File: config.mk
export PLATFORM = sky130hd
export DESIGN_NAME = riscv_hazard_ctrl_flat
export DESIGN_NICKNAME = d
export VERILOG_FILES = /design/src/rtl/riscv_hazard_ctrl_if.sv /design/src/rtl/riscv_hazard_ctrl.sv /design/src/flat_wrapper.sv
export SDC_FILE = /design/constraint.sdc
export NUM_CORES = 1
export LEC_CHECK = 0
export ABC_AREA = 0
export BUFFER_PORTS_ARGS = -buffer_cell sky130_fd_sc_hd__buf_2
export CAP_MARGIN = 5
export CORE_MARGIN = 3
export CORE_UTILIZATION = 54
export DETAILED_ROUTE_END_ITERATION = 8
export PLACE_DENSITY = 0.81
export REMOVE_ABC_BUFFERS = 1
export SKIP_CTS_REPAIR_TIMING = 1
export SLEW_MARGIN = 20
export SYNTH_ARGS = -nofsm -noshare
export SYNTH_HDL_FRONTEND = slang
export SYNTH_SLANG_ARGS = --single-unit
File: constraint.sdc
create_clock -name clk_i -period 3.55 [get_ports clk_i]
set_input_delay 0.8875 -clock clk_i [delete_from_list [all_inputs] [get_ports clk_i]]
set_output_delay 0.8875 -clock clk_i [all_outputs]
set_load 0.01 [all_outputs]
File: src/rtl/riscv_hazard_ctrl_if.sv
// Hazard-controller bundle: ID/EX hazard inputs, memory handshake, branch
// resolution and counter clear from the pipeline, plus the hold, flush and
// freeze controls, FSM state and performance counters returned by the controller.
//   master : pipeline side (drives the *_i members, observes the *_o members)
//   slave  : hazard controller side
interface riscv_hazard_ctrl_if #(
  parameter int unsigned REGFILE_COUNT = 32,
  parameter int unsigned CNT_W         = 32
);
  localparam int unsigned RegW = $clog2(REGFILE_COUNT);

  logic [RegW-1:0]  rs1_ID_i;
  logic [RegW-1:0]  rs2_ID_i;
  logic             rs1_used_i;
  logic             rs2_used_i;
  logic [RegW-1:0]  rd_EX_i;
  logic             mem_read_EX_i;
  logic             branch_taken_EX_i;
  logic             dmem_req_MEM_i;
  logic             dmem_ready_i;
  logic             cnt_clr_i;
  logic             pc_hold_o;
  logic             ifid_hold_o;
  logic             ifid_flush_o;
  logic             idex_flush_o;
  logic             pipe_freeze_o;
  logic [1:0]       state_o;
  logic [CNT_W-1:0] stall_cnt_o;
  logic [CNT_W-1:0] flush_cnt_o;

  modport master (
    output rs1_ID_i, rs2_ID_i, rs1_used_i, rs2_used_i, rd_EX_i, mem_read_EX_i,
           branch_taken_EX_i, dmem_req_MEM_i, dmem_ready_i, cnt_clr_i,
    input  pc_hold_o, ifid_hold_o, ifid_flush_o, idex_flush_o, pipe_freeze_o,
           state_o, stall_cnt_o, flush_cnt_o
  );

  modport slave (
    input  rs1_ID_i, rs2_ID_i, rs1_used_i, rs2_used_i, rd_EX_i, mem_read_EX_i,
           branch_taken_EX_i, dmem_req_MEM_i, dmem_ready_i, cnt_clr_i,
    output pc_hold_o, ifid_hold_o, ifid_flush_o, idex_flush_o, pipe_freeze_o,
           state_o, stall_cnt_o, flush_cnt_o
  );
endinterface

File: src/rtl/riscv_hazard_ctrl.sv
// Pipeline hazard and sequencing controller for the 5-stage RISC-V core.
// Generates PC / IF/ID hold, IF/ID and ID/EX flush, and a back-end freeze for
// load-use hazards, taken branches and multi-cycle data-memory waits.
// Priority: memory freeze > branch flush > load-use stall.
// Ports:
//   clk_i  : clock, rising edge
//   rst_ni : asynchronous active-low reset
//   bus    : slave side of riscv_hazard_ctrl_if (hazard inputs, controls,
//            FSM state, saturating stall/flush counters)
module riscv_hazard_ctrl #(
  parameter int unsigned REGFILE_COUNT = 32,
  parameter int unsigned CNT_W         = 32
) (
  input logic               clk_i,
  input logic               rst_ni,
  riscv_hazard_ctrl_if.slave bus
);
  localparam int unsigned RegW = $clog2(REGFILE_COUNT);
  localparam logic [RegW-1:0]  RegZero = '0;
  localparam logic [CNT_W-1:0] CntOne  = {{(CNT_W-1){1'b0}}, 1'b1};

  typedef enum logic [1:0] {
    StRun          = 2'b00,
    StMemWait      = 2'b01,
    StMemWaitFlush = 2'b10
  } state_e;

  state_e           state_q, state_d;
  logic [CNT_W-1:0] stall_cnt_q, stall_cnt_d;
  logic [CNT_W-1:0] flush_cnt_q, flush_cnt_d;
  logic             freeze, flush, lu, hold;

  // State register
  always_ff @(posedge clk_i or negedge rst_ni) begin
    if (!rst_ni) begin
      state_q <= StRun;
    end else begin
      state_q <= state_d;
    end
  end

  // Next-state logic; a branch seen while frozen is parked in StMemWaitFlush
  always_comb begin
    state_d = state_q;
    unique case (state_q)
      StRun: begin
        if (bus.dmem_req_MEM_i && !bus.dmem_ready_i) begin
          state_d = bus.branch_taken_EX_i ? StMemWaitFlush : StMemWait;
        end
      end
      StMemWait: begin
        if (bus.dmem_ready_i) begin
          state_d = StRun;
        end else if (bus.branch_taken_EX_i) begin
          state_d = StMemWaitFlush;
        end
      end
      StMemWaitFlush: begin
        if (bus.dmem_ready_i) begin
          state_d = StRun;
        end
      end
      default: state_d = StRun;
    endcase
  end

  // Output logic (Mealy)
  always_comb begin
    freeze = ((state_q != StRun) || bus.dmem_req_MEM_i) && !bus.dmem_ready_i;
    flush  = !freeze && (bus.branch_taken_EX_i || (state_q == StMemWaitFlush));
    // A flushed ID instruction is wrong-path, so it cannot raise a load-use stall
    lu     = !freeze && !flush && bus.mem_read_EX_i && (bus.rd_EX_i != RegZero) &&
             ((bus.rs1_used_i && (bus.rs1_ID_i == bus.rd_EX_i)) ||
              (bus.rs2_used_i && (bus.rs2_ID_i == bus.rd_EX_i)));
    hold   = freeze || lu;

    bus.pipe_freeze_o = freeze;
    bus.pc_hold_o     = hold;
    bus.ifid_hold_o   = hold;
    bus.ifid_flush_o  = flush;
    bus.idex_flush_o  = flush || lu;
    bus.state_o       = state_q;
    bus.stall_cnt_o   = stall_cnt_q;
    bus.flush_cnt_o   = flush_cnt_q;
  end

  // Saturating performance counters; clear wins over increment
  always_comb begin
    stall_cnt_d = stall_cnt_q;
    flush_cnt_d = flush_cnt_q;
    if (bus.cnt_clr_i) begin
      stall_cnt_d = '0;
      flush_cnt_d = '0;
    end else begin
      if (hold && (stall_cnt_q != '1)) begin
        stall_cnt_d = stall_cnt_q + CntOne;
      end
      if (flush && (flush_cnt_q != '1)) begin
        flush_cnt_d = flush_cnt_q + CntOne;
      end
    end
  end

  always_ff @(posedge clk_i or negedge rst_ni) begin
    if (!rst_ni) begin
      stall_cnt_q <= '0;
      flush_cnt_q <= '0;
    end else begin
      stall_cnt_q <= stall_cnt_d;
      flush_cnt_q <= flush_cnt_d;
    end
  end

endmodule

File: src/flat_wrapper.sv
// flat-port wrapper written by rule: the top's interface ports become plain ports
module riscv_hazard_ctrl_flat 
#(
  parameter int unsigned REGFILE_COUNT = 32,
  parameter int unsigned CNT_W         = 32
)
  (clk_i, rst_ni, bus_rs1_ID_i, bus_rs2_ID_i, bus_rs1_used_i, bus_rs2_used_i, bus_rd_EX_i, bus_mem_read_EX_i, bus_branch_taken_EX_i, bus_dmem_req_MEM_i, bus_dmem_ready_i, bus_cnt_clr_i, bus_pc_hold_o, bus_ifid_hold_o, bus_ifid_flush_o, bus_idex_flush_o, bus_pipe_freeze_o, bus_state_o, bus_stall_cnt_o, bus_flush_cnt_o);
  riscv_hazard_ctrl_if #(.REGFILE_COUNT(REGFILE_COUNT), .CNT_W(CNT_W)) bus_i ();
  input logic clk_i;
  input logic rst_ni;
  input wire logic [$bits(bus_i.rs1_ID_i)-1:0] bus_rs1_ID_i;
  input wire logic [$bits(bus_i.rs2_ID_i)-1:0] bus_rs2_ID_i;
  input wire logic [$bits(bus_i.rs1_used_i)-1:0] bus_rs1_used_i;
  input wire logic [$bits(bus_i.rs2_used_i)-1:0] bus_rs2_used_i;
  input wire logic [$bits(bus_i.rd_EX_i)-1:0] bus_rd_EX_i;
  input wire logic [$bits(bus_i.mem_read_EX_i)-1:0] bus_mem_read_EX_i;
  input wire logic [$bits(bus_i.branch_taken_EX_i)-1:0] bus_branch_taken_EX_i;
  input wire logic [$bits(bus_i.dmem_req_MEM_i)-1:0] bus_dmem_req_MEM_i;
  input wire logic [$bits(bus_i.dmem_ready_i)-1:0] bus_dmem_ready_i;
  input wire logic [$bits(bus_i.cnt_clr_i)-1:0] bus_cnt_clr_i;
  output wire logic [$bits(bus_i.pc_hold_o)-1:0] bus_pc_hold_o;
  output wire logic [$bits(bus_i.ifid_hold_o)-1:0] bus_ifid_hold_o;
  output wire logic [$bits(bus_i.ifid_flush_o)-1:0] bus_ifid_flush_o;
  output wire logic [$bits(bus_i.idex_flush_o)-1:0] bus_idex_flush_o;
  output wire logic [$bits(bus_i.pipe_freeze_o)-1:0] bus_pipe_freeze_o;
  output wire logic [$bits(bus_i.state_o)-1:0] bus_state_o;
  output wire logic [$bits(bus_i.stall_cnt_o)-1:0] bus_stall_cnt_o;
  output wire logic [$bits(bus_i.flush_cnt_o)-1:0] bus_flush_cnt_o;
  assign bus_i.rs1_ID_i = bus_rs1_ID_i;
  assign bus_i.rs2_ID_i = bus_rs2_ID_i;
  assign bus_i.rs1_used_i = bus_rs1_used_i;
  assign bus_i.rs2_used_i = bus_rs2_used_i;
  assign bus_i.rd_EX_i = bus_rd_EX_i;
  assign bus_i.mem_read_EX_i = bus_mem_read_EX_i;
  assign bus_i.branch_taken_EX_i = bus_branch_taken_EX_i;
  assign bus_i.dmem_req_MEM_i = bus_dmem_req_MEM_i;
  assign bus_i.dmem_ready_i = bus_dmem_ready_i;
  assign bus_i.cnt_clr_i = bus_cnt_clr_i;
  assign bus_pc_hold_o = bus_i.pc_hold_o;
  assign bus_ifid_hold_o = bus_i.ifid_hold_o;
  assign bus_ifid_flush_o = bus_i.ifid_flush_o;
  assign bus_idex_flush_o = bus_i.idex_flush_o;
  assign bus_pipe_freeze_o = bus_i.pipe_freeze_o;
  assign bus_state_o = bus_i.state_o;
  assign bus_stall_cnt_o = bus_i.stall_cnt_o;
  assign bus_flush_cnt_o = bus_i.flush_cnt_o;
  riscv_hazard_ctrl #(.REGFILE_COUNT(REGFILE_COUNT), .CNT_W(CNT_W)) u_core (.clk_i(clk_i), .rst_ni(rst_ni), .bus(bus_i));
endmodule
# Yosys cells after proc, flatten, opt, wreduce, memory -nomap -nowiden

Cells that the tools add are included.

Reductions and logical operators: 25
Mux-type cells: 10
Equal/unequal tests: 9
$add $sub $neg: 2

Operator list:

| kind                  | count |
|---|---|
| $mux 32               | 4 |
| $add 32x1->32 const B | 2 |
| $ne 32x32->1 const B  | 2 |
| $logic_and 1x1->1     | 11 |
| $eq 5x5->1            | 2 |
| $mux 2                | 5 |
| $pmux 2 s3            | 1 |
| $reduce_bool 2->1     | 3 |
| $logic_or 1x1->1      | 5 |
| $reduce_bool 5->1     | 1 |
| $logic_not 1->1       | 3 |
| $ne 3x3->1 const B    | 1 |
| $reduce_and 3->1      | 1 |
| $eq 2x1->1 const B    | 1 |
| $eq 2x2->1 const B    | 1 |
| $logic_not 2->1       | 1 |
| $ne 2x1->1 const B    | 1 |
| $ne 2x2->1 const B    | 1 |

Output and inout bits: 71
Flip-flop bits (word level): 66
Logic and storage cells: 49
Input bits: 24

# Depth between registers and ports, before layout

Gate-level depths: netlist of the first run.

Depth in word-level cells: 14
Depth in mapped cells: 9
Depth with buffers taken out: 7

# Least setup slack after synthesis of the first run

No wires, ideal clock.

Path kind: input to output
Start: in bus_rd_EX_i[1]
End: out bus_pc_hold_o
Arrival: 2.240 ns
Setup slack: 0.423 ns
Buffers on the path: 2
Required time: 2.663 ns
Stages on the path: 6
Cells stage by stage: or4_1 o21a_1 a31oi_4 buf_2 inv_1 buf_4

Longest elaborated chain between the ends: 5

Ends and longest elaborated chain:

| what                                 | line                                             | source |
|---|---|---|
| from (decl)                          | flat_wrapper.sv:15                               | `input wire logic [$bits(bus_i.rd_EX_i)-1:0] bus_rd_EX_i;` |
| $eq 5x5->1 (on tied branches)        | riscv_hazard_ctrl.sv:73, riscv_hazard_ctrl.sv:74 |  |
| $logic_and 1x1->1 (on tied branches) | riscv_hazard_ctrl.sv:73, riscv_hazard_ctrl.sv:74 |  |
| $logic_or 1x1->1                     | riscv_hazard_ctrl.sv:73                          | `((bus.rs1_used_i && (bus.rs1_ID_i == bus.rd_EX_i)) \|\|` |
| $logic_and 1x1->1 (*)                | riscv_hazard_ctrl.sv:72                          | `lu = !freeze && !flush && bus.mem_read_EX_i && (bus.rd_EX_i != RegZero) &&` |
| $logic_or 1x1->1 (*)                 | riscv_hazard_ctrl.sv:75                          | `hold = freeze \|\| lu;` |
| to (decl)                            | flat_wrapper.sv:21                               | `output wire logic [$bits(bus_i.pc_hold_o)-1:0] bus_pc_hold_o;` |

Mark *: on every way between the ends. The rest lies on a longest branch, timed or not.

# Final worst setup path of the first run

Start: in bus_rd_EX_i[1]
End: out bus_ifid_hold_o

Longest elaborated chain between the ends: 5

Ends and longest elaborated chain:

| what                                 | line                                             | source |
|---|---|---|
| $eq 5x5->1 (on tied branches)        | riscv_hazard_ctrl.sv:73, riscv_hazard_ctrl.sv:74 |  |
| $logic_and 1x1->1 (on tied branches) | riscv_hazard_ctrl.sv:73, riscv_hazard_ctrl.sv:74 |  |
| $logic_or 1x1->1                     | riscv_hazard_ctrl.sv:73                          |  |
| $logic_and 1x1->1 (*)                | riscv_hazard_ctrl.sv:72                          |  |
| $logic_or 1x1->1 (*)                 | riscv_hazard_ctrl.sv:75                          |  |
| to (decl)                            | flat_wrapper.sv:22                               | `output wire logic [$bits(bus_i.ifid_hold_o)-1:0] bus_ifid_hold_o;` |

Marked as above.

==> results by group, run 1 <==
Global routing
  – Global routing usage on met2: 0.367
  – Vias in the first global route: 3322
  – Met1 GRT Util: 0.327
  – First-pass GRT wire length: 16.1 mm
  – Largest net degree at the start of global routing: 59
  – All-Layer GR Usage: 0.236
  – Grt ovf: 0
  – Busiest metal layer after global routing: met2
  – Initial antenna violation count: 0
  – GR Layer Usage met3: 0.0431

Route
  – Antenna-violating nets left: 0
  – Drc violations: 0
  – Routed Wire Length: 9.40 mm
  – Drt first pass iters: 4
  – Vias: 3556
  – Routed wire length per instance: 15.2 microns
  – DR iter-0 viols: 247
  – Vias per cell: 5.76

Setup path
  – Crit path kind: input port to primary output
  – Critical Path End Type: primary output
  – Crit start category: input port
  – CP required: 2.66 ns
  – Maximum fanout along the worst path: 3
  – Critical Path AT: 2.20 ns
  – Worst setup path startpoint: bus_rd_EX_i[1]
  – Reg2Reg Launch Point: u_core.bus.stall_cnt_o[0]$_DFFE_PN0P_

CTS
  – TritonCTS clock tree: built
  – CTS Sinks: 66
  – Root buffer cell: clkbuf_8
  – H-Tree Depth: 3
  – Clock transition at the registers of the reported paths: 0.08 ns
  – CTS max path bufs: 2
  – TritonCTS buffer count: 9
  – Clk_lat worst skew: 0.35 ns

Synth
  – Mapped Cells: 427
  – Share of flip-flops with an asynchronous set or reset: 1.00
  – Synth warnings: 0
  – Post-synthesis sequential area ratio: 0.423
  – Number of synthesized flops with an enable pin: 0
  – Most used DFF post-synth: dfrtp_1
  – Post-synth cell types: 51
  – FF+latch count, synth: 66
  – Synth Area per Inst: 9.15 sq um
  – Post-Syn Area: 3910 sq um

Timing
  – Final worst slack: 0.461 ns
  – Max-slew violations: 0
  – Post-route minimum period: 3.09 ns
  – Period Utilization, post-route: 0.870
  – Total negative slack: 0 ns
  – Worst slew pin tran: 1.02 ns
  – Final setup fails: 0
  – Unrepaired setup endpoints after global routing: false
  – Fmax achieved: 324 MHz
  – Worst relative slew slack: 0.314
  – Hold Violations, Final: 0
  – Worst clock skew: 0.00896 ns

Finish
  – Commonest non-fill, non-tap cells in the layout: 94 x buf_2, 66 x dfrtp_1, 51 x nor2_1
  – Post-layout util: 0.673
  – N_diodes: 0
  – Commonest non-fill, non-tap cell in the layout: buf_2
  – Design Area, Final: 4650 sq um
  – Fill cells: 594
  – Layout Nets: 542
  – Layout cell share with drive strength beyond 1: 0.261
  – Area Growth Syn to Fin: 18.9%
  – Non-filler cells, final: 617

Placement
  – Pre-CTS setup slack: 0.448 ns
  – GP Congestion: 0.785
  – Post-detail-place hpwl: 6.57 mm
  – Cell Area, Placed: 4420 sq um
  – Port Buf Inserts: 94
  – Placed cells: 601

Status
  – Status: finished clean

Die
  – Standard-cell rows: 30
  – Core area: 6910 sq um
  – Number of I/O pins: 95
  – Die Area: 8290 sq um
  – Die Span X: 91.1 microns
  – Initial Util: 0.566
  – Die H: 91.1 microns

Hold path
  – Worst min path class: flop to flop
  – HP Start: u_core.bus.flush_cnt_o[28]$_DFFE_PN0P_

Flow run
  – Max Cap Viol: 0

Power
  – Pleak: 2.03 nW
  – Maximum VDD drop: 0.256 mV
  – P per Cell Area: 349 nW/um^2
==> report_power, final <==
group	leakage, nW	switching (mW)	total (mW)	internal [mW]
Clock	0.109	0.311	0.727	0.416
Sequential	0.919	0.00979	0.767	0.757
Combinational	0.999	0.0832	0.127	0.0434
Total	2.03	0.404	1.62	1.22
==> final timing paths <==
check | slack [ns] | depth (start not counted) | endpoint
setup / recovery | 0.46 | 6 | bus_ifid_hold_o
hold / removal | 0.56 | 2 | u_core.bus.flush_cnt_o[28]$_DFFE_PN0P_
setup reg to reg | 0.82 | 7 | u_core.bus.stall_cnt_o[11]$_DFFE_PN0P_
hold reg to reg | 0.56 | 2 | u_core.bus.flush_cnt_o[28]$_DFFE_PN0P_
max in group asynchronous | 2.14 | 2 | u_core.bus.state_o[1]$_DFFE_PN0P_
min in group asynchronous | 0.63 | 1 | u_core.bus.stall_cnt_o[14]$_DFFE_PN0P_
==> worst max-delay path, cell delays in order <==
cell	delay (ns)
buf_2	0.12
or4_1	0.52
o21a_1	0.22
a31oi_4	0.22
inv_1	0.08
buf_2	0.14
==> sequential cells by signal, summed over array words and instances, names as in the netlist <==
name	count
u_core.bus.flush_cnt_o	32
u_core.bus.stall_cnt_o	32
u_core.bus.state_o	2
==> stage by stage <==
step	hold slack [ns]	power, mW
2_1_floorplan	0.574	0.838
3_3_place_gp	0.542	0.907
3_5_place_dp	0.546	0.909
4_1_cts	0.569	1.63
5_1_grt	0.600	1.69
6_report	0.564	1.62
==> cell families after synthesis <==
| logic type | Yosys count | synth area share |
|---|---|---|
| AND/OR/NAND/NOR | 214 | 0.314 |
| AO/OA/AOI/OAI | 70 | 0.110 |
| flip-flops | 66 | 0.423 |
| XOR/XNOR | 39 | 0.0874 |
| buffers and inverters | 30 | 0.0391 |
| multiplexers | 6 | 0.0202 |
| adder cells (fa/ha/maj) | 2 | 0.00640 |
==> final cells by class <==
cell class | count | area, sq um | share of cell area
repair buffers | 100 | 515 | 0.111
multi-input cells | 331 | 2100 | 0.453
well taps | 96 | 120 | 0.0258
flip-flops and latches | 66 | 1650 | 0.355
clock buffers | 10 | 138 | 0.0296
inverters | 8 | 30.0 | 0.00646
clock inverters | 6 | 88.8 | 0.0191
==> metal layers <==
layer  part of all wire  wire, microns
met1               0.44           4150
met2               0.48           4510
met3              0.061            569
met4              0.019            175
met5                  0              0
==> cell usage after synthesis (3+ instances only) <==
| library cell | n | area (sq um) |
|---|---|---|
| dfrtp_1 | 66 | 1650 |
| nor3b_1 | 3 | 22.5 |
| o21ai_1 | 9 | 45.0 |
| nor2_1 | 51 | 191 |
| a21oi_1 | 29 | 145 |
| nor4_1 | 8 | 50.1 |
| o31ai_1 | 5 | 37.5 |
| nand2_1 | 27 | 101 |
| and2_1 | 5 | 31.3 |
| buf_2 | 5 | 25.0 |
| nand4_1 | 20 | 125 |
| clkbuf_1 | 9 | 33.8 |
| mux2_1 | 3 | 33.8 |
| xnor2_1 | 39 | 342 |
| mux2_4 | 3 | 45.0 |
| and3_1 | 7 | 43.8 |
| inv_1 | 8 | 30.0 |
| or4_1 | 7 | 52.6 |
| o21ai_0 | 13 | 65.1 |
| o21a_1 | 3 | 22.5 |
| or3_1 | 19 | 119 |
| and4_1 | 3 | 26.3 |
| buf_4 | 5 | 37.5 |
| nor3_1 | 24 | 120 |
| nor4b_2 | 3 | 45.0 |
| nand3_1 | 14 | 70.1 |
| nor2b_1 | 6 | 37.5 |
No activity file was read; power rests on OpenSTA's default activity.
==> run 2, diff against run 1 <==
- RECOVER_POWER: default -> 50
==> results by group, run 2 (synthesis results as in run 1) <==
Finish
  – Commonest non-fill, non-tap cells in the layout: 66 x dfrtp_1, 59 x buf_2, 51 x nor2_1
  – Layout Nets: 542 (unchanged)
  – Design Area, Final: 4600 sq um (-1.1%)
  – Commonest non-fill, non-tap cell in the layout: dfrtp_1
  – N_diodes: 0 (unchanged)
  – Area Growth Syn to Fin: 17.6%
  – Layout cell share with drive strength beyond 1: 0.190 (-0.0710)
  – Post-layout util: 0.665 (-0.00743)

CTS
  – CTS Sinks: 66 (unchanged)
  – Root buffer cell: clkbuf_8
  – CTS max path bufs: 2 (unchanged)
  – TritonCTS buffer count: 9 (unchanged)
  – TritonCTS clock tree: built
  – Clk_lat worst skew: 0.35 ns (about the same)
  – H-Tree Depth: 3 (unchanged)
  – Clock transition at the registers of the reported paths: 0.08 ns (about the same)

Power
  – Maximum VDD drop: 0.254 mV (-0.61%)
  – Pleak: 1.87 nW (-7.8%)
  – P per Cell Area: 352 nW/um^2 (+0.96%)

Die
  – Initial Util: 0.566 (unchanged)
  – Number of I/O pins: 95 (unchanged)
  – Die H: 91.1 microns (unchanged)
  – Standard-cell rows: 30 (unchanged)
  – Core area: 6910 sq um (unchanged)
  – Die Span X: 91.1 microns (unchanged)
  – Die Area: 8290 sq um (unchanged)

Route
  – Drc violations: 0 (unchanged)
  – Vias per cell: 5.77 (about the same)
  – Antenna-violating nets left: 0 (unchanged)
  – Routed wire length per instance: 15.3 microns (+0.16%)
  – Drt first pass iters: 5 (+1)
  – Vias: 3558 (+0.056%)
  – Routed Wire Length: 9.42 mm (+0.16%)
  – DR iter-0 viols: 237 (-4.0%)

Setup path
  – Worst path depth: 6 (unchanged)
  – Crit start category: input port
  – Critical Path End Type: primary output
  – Worst setup path endpoint: bus_ifid_hold_o
  – Maximum fanout along the worst path: 3 (unchanged)
  – Reg2Reg Launch Point: u_core.bus.stall_cnt_o[0]$_DFFE_PN0P_
  – WP buf/inv: 3 (unchanged)
  – FF-to-FF path depth: 7 (unchanged)
  – Slowest stage delay, CP: 0.52 ns (about the same)
  – Crit-path leading delay family: simple AND/OR/NAND/NOR gates
  – CP max stage cell: or4_1
  – Top cell by count, worst path: buf_2
  – R2r setup slk: 0.81 ns (about the same)
  – CP required: 2.66 ns (about the same)
  – Crit path kind: input port to primary output
  – Worst path cell trace: buf_2, or4_1, o21a_1, a31oi_4, inv_1, buf_2
  – Worst r2r dst: u_core.bus.stall_cnt_o[11]$_DFFE_PN0P_
  – Critical Path AT: 2.19 ns (about the same)
  – Worst setup path startpoint: bus_rd_EX_i[1]

Global routing
  – Grt ovf: 0 (unchanged)
  – First-pass GRT wire length: 16.1 mm (unchanged)
  – All-Layer GR Usage: 0.236 (unchanged)
  – Vias in the first global route: 3322 (unchanged)
  – Initial antenna violation count: 0 (unchanged)
  – Largest net degree at the start of global routing: 59 (unchanged)

Status
  – Status: finished, violations left
  – Failing checks: capacitance limit, slew limit

Hold path
  – Worst min path class: flop to flop

Placement
  – Post-detail-place hpwl: 6.57 mm (unchanged)
  – Port Buf Inserts: 94 (unchanged)
  – GP Congestion: 0.785 (unchanged)
  – Cell Area, Placed: 4420 sq um (unchanged)

Timing
  – Worst relative slew slack: -0.329 (-0.643)
  – Max-slew violations: 38 (+38)
  – Hold Violations, Final: 0 (unchanged)
  – Post-route minimum period: 3.08 ns (-0.00689 ns)
  – Period Utilization, post-route: 0.868 (-0.00194)
  – Worst slew pin tran: 1.99 ns (+0.968 ns)
  – Total negative slack: 0 ns (unchanged)
  – Fmax achieved: 324 MHz (+0.22%)
  – Worst clock skew: 0.00924 ns (+0.000284 ns)
  – Unrepaired setup endpoints after global routing: false
  – Final setup fails: 0 (unchanged)

Flow run
  – Max Cap Viol: 1 (+1)
-- run 2: cell count changes in the layout (fill, tap and decap cells not counted), sizes merged --
cell / delta
buf: -37
clkbuf: +37
-- run 2: metrics by stage --
step / total power, mW / cells / setup slack [ns] / hold WS (ns)
after detailed placement: 0.909 / 601 / 0.448 / 0.546
after global placement: 0.907 / 601 / 0.484 / 0.542
after global routing: 1.69 / 617 / 0.286 / 0.602
final: 1.62 / 617 / 0.468 / 0.565
after floorplan: 0.838 / 405 / 0.0277 / 0.574
after CTS: 1.63 / 617 / 0.448 / 0.569
-- run 2: area by class of cell --
class                           count  area, sq um
Fill cell                         616         2310
Multi-Input combinational cell    331         2100
Sequential cell                    66         1650
Timing Repair Buffer              100          464
Clock buffer                       10          138
Tap cell                           96          120
Clock inverter                      6         88.8
Inverter                            8         30.0
-- run 2: worst min-delay path by stage --
stage                                                       from                                     end  slack [ns]  cells after the start
after floorplan           u_core.bus.stall_cnt_o[13]$_DFFE_PN0P_  u_core.bus.stall_cnt_o[13]$_DFFE_PN0P_        0.57                      2
after global placement    u_core.bus.flush_cnt_o[28]$_DFFE_PN0P_  u_core.bus.flush_cnt_o[28]$_DFFE_PN0P_        0.54                      2
after detailed placement  u_core.bus.flush_cnt_o[28]$_DFFE_PN0P_  u_core.bus.flush_cnt_o[28]$_DFFE_PN0P_        0.55                      2
after CTS                 u_core.bus.flush_cnt_o[28]$_DFFE_PN0P_  u_core.bus.flush_cnt_o[28]$_DFFE_PN0P_        0.57                      2
after global routing      u_core.bus.flush_cnt_o[28]$_DFFE_PN0P_  u_core.bus.flush_cnt_o[28]$_DFFE_PN0P_        0.60                      2
final                     u_core.bus.flush_cnt_o[28]$_DFFE_PN0P_  u_core.bus.flush_cnt_o[28]$_DFFE_PN0P_        0.57                      2
-- run 2: report_power, final --
group	switching (mW)	internal, mW	leakage, nW
Combinational	0.0829	0.0413	0.841
Sequential	0.00985	0.757	0.919
Clock	0.311	0.416	0.109
-- run 2: per-layer routing --
metal	global-route usage	vias up	part of all wire
met3	0.0431	14	0.054
li1	-	1725	-
met5	0	-	0
met4	0.0942	0	0.019
met1	0.327	1689	0.44
met2	0.367	130	0.48
-- run 2: worst register-to-register path: stages (launching register included) --
cell	delay, ns
dfrtp_1	0.47
ha_1	0.27
and2_1	0.18
nand4_1	0.18
or4_1	0.60
nand3_1	0.32
or4_1	0.48
a21oi_1	0.16
